File: src/rtl/bcd_pkg.sv
// Shared constants and state encoding for the serial BCD adder block.
package bcd_pkg;

    localparam int DIGIT_W = 4;
    localparam logic [3:0] BCD_MAX  = 4'd9;
    localparam logic [3:0] BCD_CORR = 4'd6;

    typedef enum logic [1:0] {
        ST_IDLE = 2'd0,
        ST_ADD  = 2'd1,
        ST_DONE = 2'd2
    } state_t;

endpackage

File: src/rtl/bcd_digit_add.sv
// Single-digit decimal adder: binary sum of two digits plus carry, corrected
// back into BCD range whenever it exceeds nine.
module bcd_digit_add
    import bcd_pkg::*;
(
    input  logic [3:0] a,
    input  logic [3:0] b,
    input  logic       cin,
    output logic [3:0] digit,
    output logic       carry
);

    logic [4:0] bin;

    assign bin = {1'b0, a} + {1'b0, b} + {4'b0000, cin};

    always_comb begin
        digit = bin[3:0];
        carry = 1'b0;
        if (bin > {1'b0, BCD_MAX}) begin
            digit = bin[3:0] + BCD_CORR;
            carry = 1'b1;
        end
    end

endmodule

File: src/rtl/bcd_serial_add_ctrl.sv
// Digit-serial packed BCD adder, least-significant digit first, one digit per clock.
// Define BCD_DIGIT_CHECK_EN to add a sticky err output flagging operand digits above nine.
module bcd_serial_add_ctrl
    import bcd_pkg::*;
#(
    parameter int DIGITS = 4,
    parameter int IDX_W  = 4
) (
    input  logic                  clk,
    input  logic                  reset,
    input  logic                  start,
    input  logic [4*DIGITS-1:0]   a_in,
    input  logic [4*DIGITS-1:0]   b_in,
    input  logic                  cin,
    output logic                  busy,
    output logic                  done,
    output logic [4*DIGITS-1:0]   s_out,
    output logic                  cout
`ifdef BCD_DIGIT_CHECK_EN
    ,
    output logic                  err
`endif
);

    localparam logic [IDX_W-1:0] LAST_IDX = IDX_W'(DIGITS - 1);

    state_t state, next_state;

    logic [4*DIGITS-1:0] a_reg, b_reg;
    logic [IDX_W-1:0]    idx;
    logic                carry_reg;
    logic [3:0]          a_dig, b_dig, sum_digit;
    logic                sum_carry;

    assign a_dig = a_reg[{idx, 2'b00} +: DIGIT_W];
    assign b_dig = b_reg[{idx, 2'b00} +: DIGIT_W];

    bcd_digit_add u_digit_add (
        .a     (a_dig),
        .b     (b_dig),
        .cin   (carry_reg),
        .digit (sum_digit),
        .carry (sum_carry)
    );

    always_ff @(posedge clk or posedge reset) begin
        if (reset) begin
            state <= ST_IDLE;
        end else begin
            state <= next_state;
        end
    end

    always_comb begin
        next_state = state;
        case (state)
            ST_IDLE: if (start) next_state = ST_ADD;
            ST_ADD:  if (idx == LAST_IDX) next_state = ST_DONE;
            ST_DONE: next_state = ST_IDLE;
            default: next_state = ST_IDLE;
        endcase
    end

    always_comb begin
        busy = (state != ST_IDLE);
        done = (state == ST_DONE);
    end

    // s_out is deliberately not cleared on start; each digit is overwritten as it is produced.
    always_ff @(posedge clk or posedge reset) begin
        if (reset) begin
            a_reg     <= '0;
            b_reg     <= '0;
            idx       <= '0;
            carry_reg <= 1'b0;
            s_out     <= '0;
            cout      <= 1'b0;
        end else begin
            case (state)
                ST_IDLE: begin
                    if (start) begin
                        a_reg     <= a_in;
                        b_reg     <= b_in;
                        carry_reg <= cin;
                        idx       <= '0;
                    end
                end
                ST_ADD: begin
                    s_out[{idx, 2'b00} +: DIGIT_W] <= sum_digit;
                    carry_reg <= sum_carry;
                    if (idx == LAST_IDX) begin
                        cout <= sum_carry;
                    end else begin
                        idx <= idx + IDX_W'(1);
                    end
                end
                default: ;
            endcase
        end
    end

`ifdef BCD_DIGIT_CHECK_EN
    // Sticky across the whole operation so it is still valid alongside done.
    always_ff @(posedge clk or posedge reset) begin
        if (reset) begin
            err <= 1'b0;
        end else if (state == ST_IDLE && start) begin
            err <= 1'b0;
        end else if (state == ST_ADD && (a_dig > BCD_MAX || b_dig > BCD_MAX)) begin
            err <= 1'b1;
        end
    end
`endif

endmodule

File: config.mk
export PLATFORM = sky130hd
export DESIGN_NAME = bcd_serial_add_ctrl
export DESIGN_NICKNAME = d
export VERILOG_FILES = /design/src/rtl/bcd_pkg.sv /design/src/rtl/bcd_digit_add.sv /design/src/rtl/bcd_serial_add_ctrl.sv
export SDC_FILE = /design/constraint.sdc
export NUM_CORES = 1
export LEC_CHECK = 0
export ABC_AREA = 1
export CORE_UTILIZATION = 30
export CTS_CLUSTER_SIZE = 16
export DETAILED_ROUTE_END_ITERATION = 7
export GPL_TIMING_DRIVEN = 0
export PLACE_DENSITY = 0.59
export SKIP_CTS_REPAIR_TIMING = 1
export SYNTH_ARGS = -nofsm -noshare
export SYNTH_HDL_FRONTEND = slang
export SYNTH_HIERARCHICAL = 1
export SYNTH_SLANG_ARGS = --single-unit
File: constraint.sdc
create_clock -name clk -period 9.2 [get_ports clk]
set_input_delay 1.38 -clock clk [delete_from_list [all_inputs] [get_ports clk]]
set_output_delay 1.38 -clock clk [all_outputs]
set_load 0.005 [all_outputs]
* Word level (Yosys, flattened, before mapping)
Index checks and enable logic that the tools add are counted.
** Storage, ports and cells
- Register bits after elaboration :: 56
- Bits of input ports :: 36
- Output and inout bits :: 19
- Logic and storage cells :: 42
** Cells by class
- Add/subtract/negate cells :: 5
- Magnitude comparators :: 1
- Equal/unequal tests :: 6
- Shift-type cells :: 4
- Muxes and demuxes :: 11
- Reduce and logical (&&, ||, !) cells :: 8
** Operators by type and width (number)
- 16-bit by 7-bit indexed part select with 4-bit output :: 2
- 16-bit bitwise mux :: 1
- 4-bit by 8-bit variable shift with 16-bit output (first input constant) :: 1
- 4-bit by 8-bit indexed part select with 16-bit output :: 1
- 4-bit 2-to-1 mux :: 3
- 6-bit negator with 8-bit output :: 1
- 4-bit case mux with 2 select lines :: 1
- 2-bit AND reduction :: 4
- 2-bit inequality test (second input constant) :: 3
- 4-bit by 4-bit adder with 5-bit output :: 1
- 5-bit by 1-bit adder with 5-bit output :: 1
- 5-bit by 4-bit greater-than comparator with 1-bit output (second input constant) :: 1
- 4-bit by 1-bit adder with 4-bit output (second input constant) :: 1
- 4-bit by 3-bit adder with 4-bit output (second input constant) :: 1
- 4-bit by 2-bit equality test with 1-bit output (second input constant) :: 1
- 2-bit 2-to-1 mux :: 2
- 2-bit case mux with 2 select lines :: 1
- 2-bit nonzero test :: 2
- 3-bit AND reduction :: 1
- 2-bit by 1-bit equality test with 1-bit output (second input constant) :: 1
- 2-bit equality test (second input constant) :: 1
- 2-bit logical NOT :: 1
- 1-bit 2-to-1 mux :: 2
- 1-bit case mux with 2 select lines :: 1

* Logic depth before layout (Yosys ltp)
- Word-level depth :: 7
- Mapped depth :: 20

* Hierarchy
Netlist, hierarchy kept.
** Modules (own cells, without submodules)
- bcd_serial_add_ctrl :: instances 1, cells each 347, area an instance 2755.1 um^2
- bcd_digit_add :: instances 1, cells each 47, area an instance 300.3 um^2

* Worst setup path after synthesis
Ideal clock, no wire load.
- Path kind :: register -> register
- Start point :: register idx[0]
- End point :: register s_out[15]
- Setup time :: 65 ps
- Arrival :: 2970 ps
- Required time :: 9135 ps
- Slack :: 6165 ps
- Stages on the path, launching flop included :: 19
- Path buffers :: 1
- Period minus slack after synthesis :: 3035 ps
- Cells stage by stage :: dfrtp_1 inv_2 clkbuf_1 o21ai_0 a21oi_1 fa_1 fa_1 nand2_1 nand2_2 ha_1 a21oi_4 nand2_4 nand2_4 nand2_1 nand2_1 inv_1 nor4_1 nand2_1 nand2_1
** On the way
- Longest elaborated chain between the ends :: 7
- Elaborated cells between the ends (all ways) :: 11
** Ends and longest elaborated chain
- from (decl) :: line bcd_serial_add_ctrl.sv:30 : logic [IDX_W-1:0] idx;
- from (signal assigned) :: line bcd_serial_add_ctrl.sv:94 : idx <= idx + IDX_W'(1);
- 16-bit by 7-bit indexed part select with 4-bit output * :: line bcd_serial_add_ctrl.sv:35 : assign a_dig = a_reg[{idx, 2'b00} +: DIGIT_W];
- net a_dig[0] :: line bcd_serial_add_ctrl.sv:32 : logic [3:0] a_dig, b_dig, sum_digit;
- 4-bit by 4-bit adder with 5-bit output * :: line bcd_digit_add.sv:15 : assign bin = {1'b0, a} + {1'b0, b} + {4'b0000, cin};
- 5-bit by 1-bit adder with 5-bit output * :: line bcd_digit_add.sv:15
- 4-bit by 3-bit adder with 4-bit output or 5-bit by 4-bit greater-than comparator with 1-bit output (tied branches) :: line bcd_digit_add.sv:21, bcd_digit_add.sv:20
- 4-bit 2-to-1 mux * :: line bcd_digit_add.sv:20 : if (bin > {1'b0, BCD_MAX}) begin
- net sum_digit[3] :: line bcd_serial_add_ctrl.sv:32
- 4-bit by 8-bit indexed part select with 16-bit output * :: line bcd_serial_add_ctrl.sv:89 : s_out[{idx, 2'b00} +: DIGIT_W] <= sum_digit;
- 16-bit bitwise mux * :: line bcd_serial_add_ctrl.sv:89
- to (signal, indexed assignment) :: line bcd_serial_add_ctrl.sv:89
- to (decl) :: line bcd_serial_add_ctrl.sv:17 : output logic [4*DIGITS-1:0] s_out,
The timed path passes the listed nets; every way through them passes the cells marked *.
A chain may end at the register's enable or synchronous reset.

* Worst setup path after layout
- Start point :: register idx[0]
- End point :: register s_out[14]
Same word-level chain as after synthesis.

==> out/qor.txt <==
CP Buf/Inv Count: 3
Crit end category: flop
Utilization after layout: 0.396
Post-DP HPWL: 5.48 mm
Slew Limit Fails: 0
Final wirelength: 7.11 mm
Area taken by multi-input logic gates: 1450 sq um
# setup viols final: 0
Register bit total from synthesis: 56
R2r setup slk: 5540 ps
Critical path arrival: 3900 ps
Synthesized instance count: 394
Tcrit/Tclk final: 0.397
Hold_sp: s_out[2]
Slew at the pin closest to its max-slew limit: 451 ps
Num CTS Buffers: 5
GR Util All Layers: 0.148
Root buf cell: clkbuf_8
Io pins: 55
R2R Path Start: idx[0]
Critical-path maximum fanout: 10
Maxcap violations: 0
Hold WC Path Type: flop to flop
First-pass detailed-route iteration total: 4
Status: completed
Vias in the first global route: 2657
End of the critical path: s_out[14]
Worst R2R End: s_out[14]
Routed wire length per instance: 12.1 um
CP Class: flop to flop
Net count, final: 500
Post-Syn Nets: 438
Top delay family on crit path: adder cells
Final min period: 3660 ps
Crit path largest cell delay: 590 ps
Syn avg cell area: 7.75 sq um
Via density: 4.46
H-tree levels: 2
# fillers: 1056
Slowest CP cell: dfrtp_1
First-pass GRT wire length: 12.2 mm
Crit path from: idx[0]
Share of layout cells above drive strength 1: 0.0963
Die X: 103 um
Initial antenna violation count: 0
Critical Path RT: 9440 ps
Initial DRC count: 90
TritonCTS clock tree: yes
Maximum clock frequency: 274 MHz
Height of the die: 103 um
Clk_lat worst skew: 310 ps
Largest net degree at the start of global routing: 43
Number of stages on the worst setup path: 18
DRC Markers: 0
Sequential-to-total area share from yosys stat: 0.459
Endpoints failing hold: 0
Placer Congestion: 0.832
# rows: 36
RSZ-0062 raised after global routing: false
Critical path launch point type: flop
Initial core utilization: 0.311
Worst reg2reg path depth: 18
CP Cell Sequence: inv_2 -> clkbuf_1 -> o21ai_0 -> a21oi_1 -> fa_1 -> fa_1 -> nand2_1 -> nand2_2 -> ha_1 -> a21oi_4 -> nand2_4 -> nand2_4 -> nand2_1 -> nand2_1 -> inv_1 -> nor4_1 -> nand2_1 -> nand2_1
Clock sinks: 56
Grt total ovfl: 0
Area growth from synthesis to layout: 27.3%
# diodes: 0
Routed Antenna Nets: 0
Core ar.: 9820 sq um
Worst path most repeated cell: nand2_1
Clk buf depth: 2
Setup_tns: 0 ps
Slew margin rel.: 0.699
Area of the die: 10600 sq um
Via count of the routed design: 2630
Synth Warn #: 6
Clock Skew: 10.3 ps
# port buffers: 54
Synthesized cell area: 3060 sq um
Netlist cell types: 27
Worst-path clk slew: 100 ps
FF+latch area: 1400 sq um
==> Yosys cell counts <==
library cell	count	share of area
a21oi_2	1	0.0029
buf_2	8	0.013
nand2_1	139	0.17
a21oi_1	14	0.023
xor2_1	1	0.0029
dfrtp_1	56	0.46
nand2_4	2	0.0074
o211ai_1	3	0.0074
nor4_1	4	0.0082
inv_2	4	0.0049
buf_4	1	0.0025
o22ai_1	2	0.0041
xnor2_4	1	0.0090
nor4_4	1	0.0070
nor2_1	31	0.038
nand3_2	3	0.0098
inv_1	34	0.042
nor2_4	4	0.015
fa_1	2	0.013
nor2_2	1	0.0020
a21oi_4	1	0.0053
o21ai_0	37	0.061
ha_1	6	0.025
clkbuf_1	5	0.0061
nand2_2	7	0.014
o211ai_4	1	0.0070
nand3_1	25	0.041
==> cells in the final DEF (no fill, tap or decap), types with 2 or more instances in the layout <==
master and count:
a21oi_1 14, inv_2 5, buf_2 8, o22ai_1 2
inv_1 33, nand2_2 7, nor4_1 4, nor2_1 31
nand2_4 2, clkbuf_8 5, o21ai_0 37, dfrtp_1 56
nand2_1 139, ha_1 6, nand3_2 3, clkdlybuf4s50_1 54
clkbuf_1 6, fa_1 2, nor2_4 4, nand3_1 25
o211ai_1 3
==> per-layer routing <==
layer | part of all wire | vias to the layer above | GRT usage
met5 | 0 | - | 0
met4 | 0.0070 | 0 | 0.0412
met3 | 0.049 | 6 | 0.0271
met2 | 0.46 | 68 | 0.246
met1 | 0.48 | 1187 | 0.197
li1 | - | 1369 | -
==> worst reg2reg max path, stage by stage (launching register included) <==
cell	delay, ps
dfrtp_1	590
inv_2	120
clkbuf_1	260
o21ai_0	230
a21oi_1	140
fa_1	490
fa_1	410
nand2_1	120
nand2_2	100
ha_1	270
a21oi_4	150
nand2_4	80
nand2_4	70
nand2_1	50
nand2_1	80
inv_1	60
nor4_1	190
nand2_1	90
nand2_1	70
==> kinds of logic (layout without fill, tap and decap cells) <==
family,Yosys count,count (layout),share of synthesized area
AND/OR/NAND/NOR,217,217,0.313
AO/OA/AOI/OAI,59,59,0.110
flip-flops,56,56,0.459
buffers and inverters,52,115,0.0684
adder cells (fa/ha/maj),8,8,0.0377
XOR/XNOR,2,2,0.0119
==> metrics by stage <==
stage | instances | hold slack [ps] | worst slack (ps) | cell area (sq um)
6_report | 590 | 482 | 5540 | 3890
5_1_grt | 590 | 511 | 5210 | 3890
4_1_cts | 590 | 490 | 5560 | 3890
3_5_place_dp | 582 | 463 | 5610 | 3780
3_3_place_gp | 581 | 457 | 5390 | 3760
2_1_floorplan | 394 | 444 | 6160 | 3060
==> area by class of cell <==
cell class,instances,share of cell area
sequential,56,0.360
clock inverter,2,0.00901
clock buffer,6,0.0187
buffer,14,0.0170
tap,133,0.0428
multi-input combinational,286,0.372
timing repair buffer,55,0.144
inverter,38,0.0367
==> how the worst min path moves through the flow <==
stage,slack (ps),depth (start not counted),end
final,480,2,s_out[2]
after global placement,460,2,a_reg[5]
after CTS,490,2,b_reg[2]
after detailed placement,460,2,b_reg[2]
after floorplan,440,2,a_reg[15]
after global routing,510,2,b_reg[14]
Power is not shown: default switching activity piles up to over one toggle a cycle in this logic, so the estimate is an artifact.
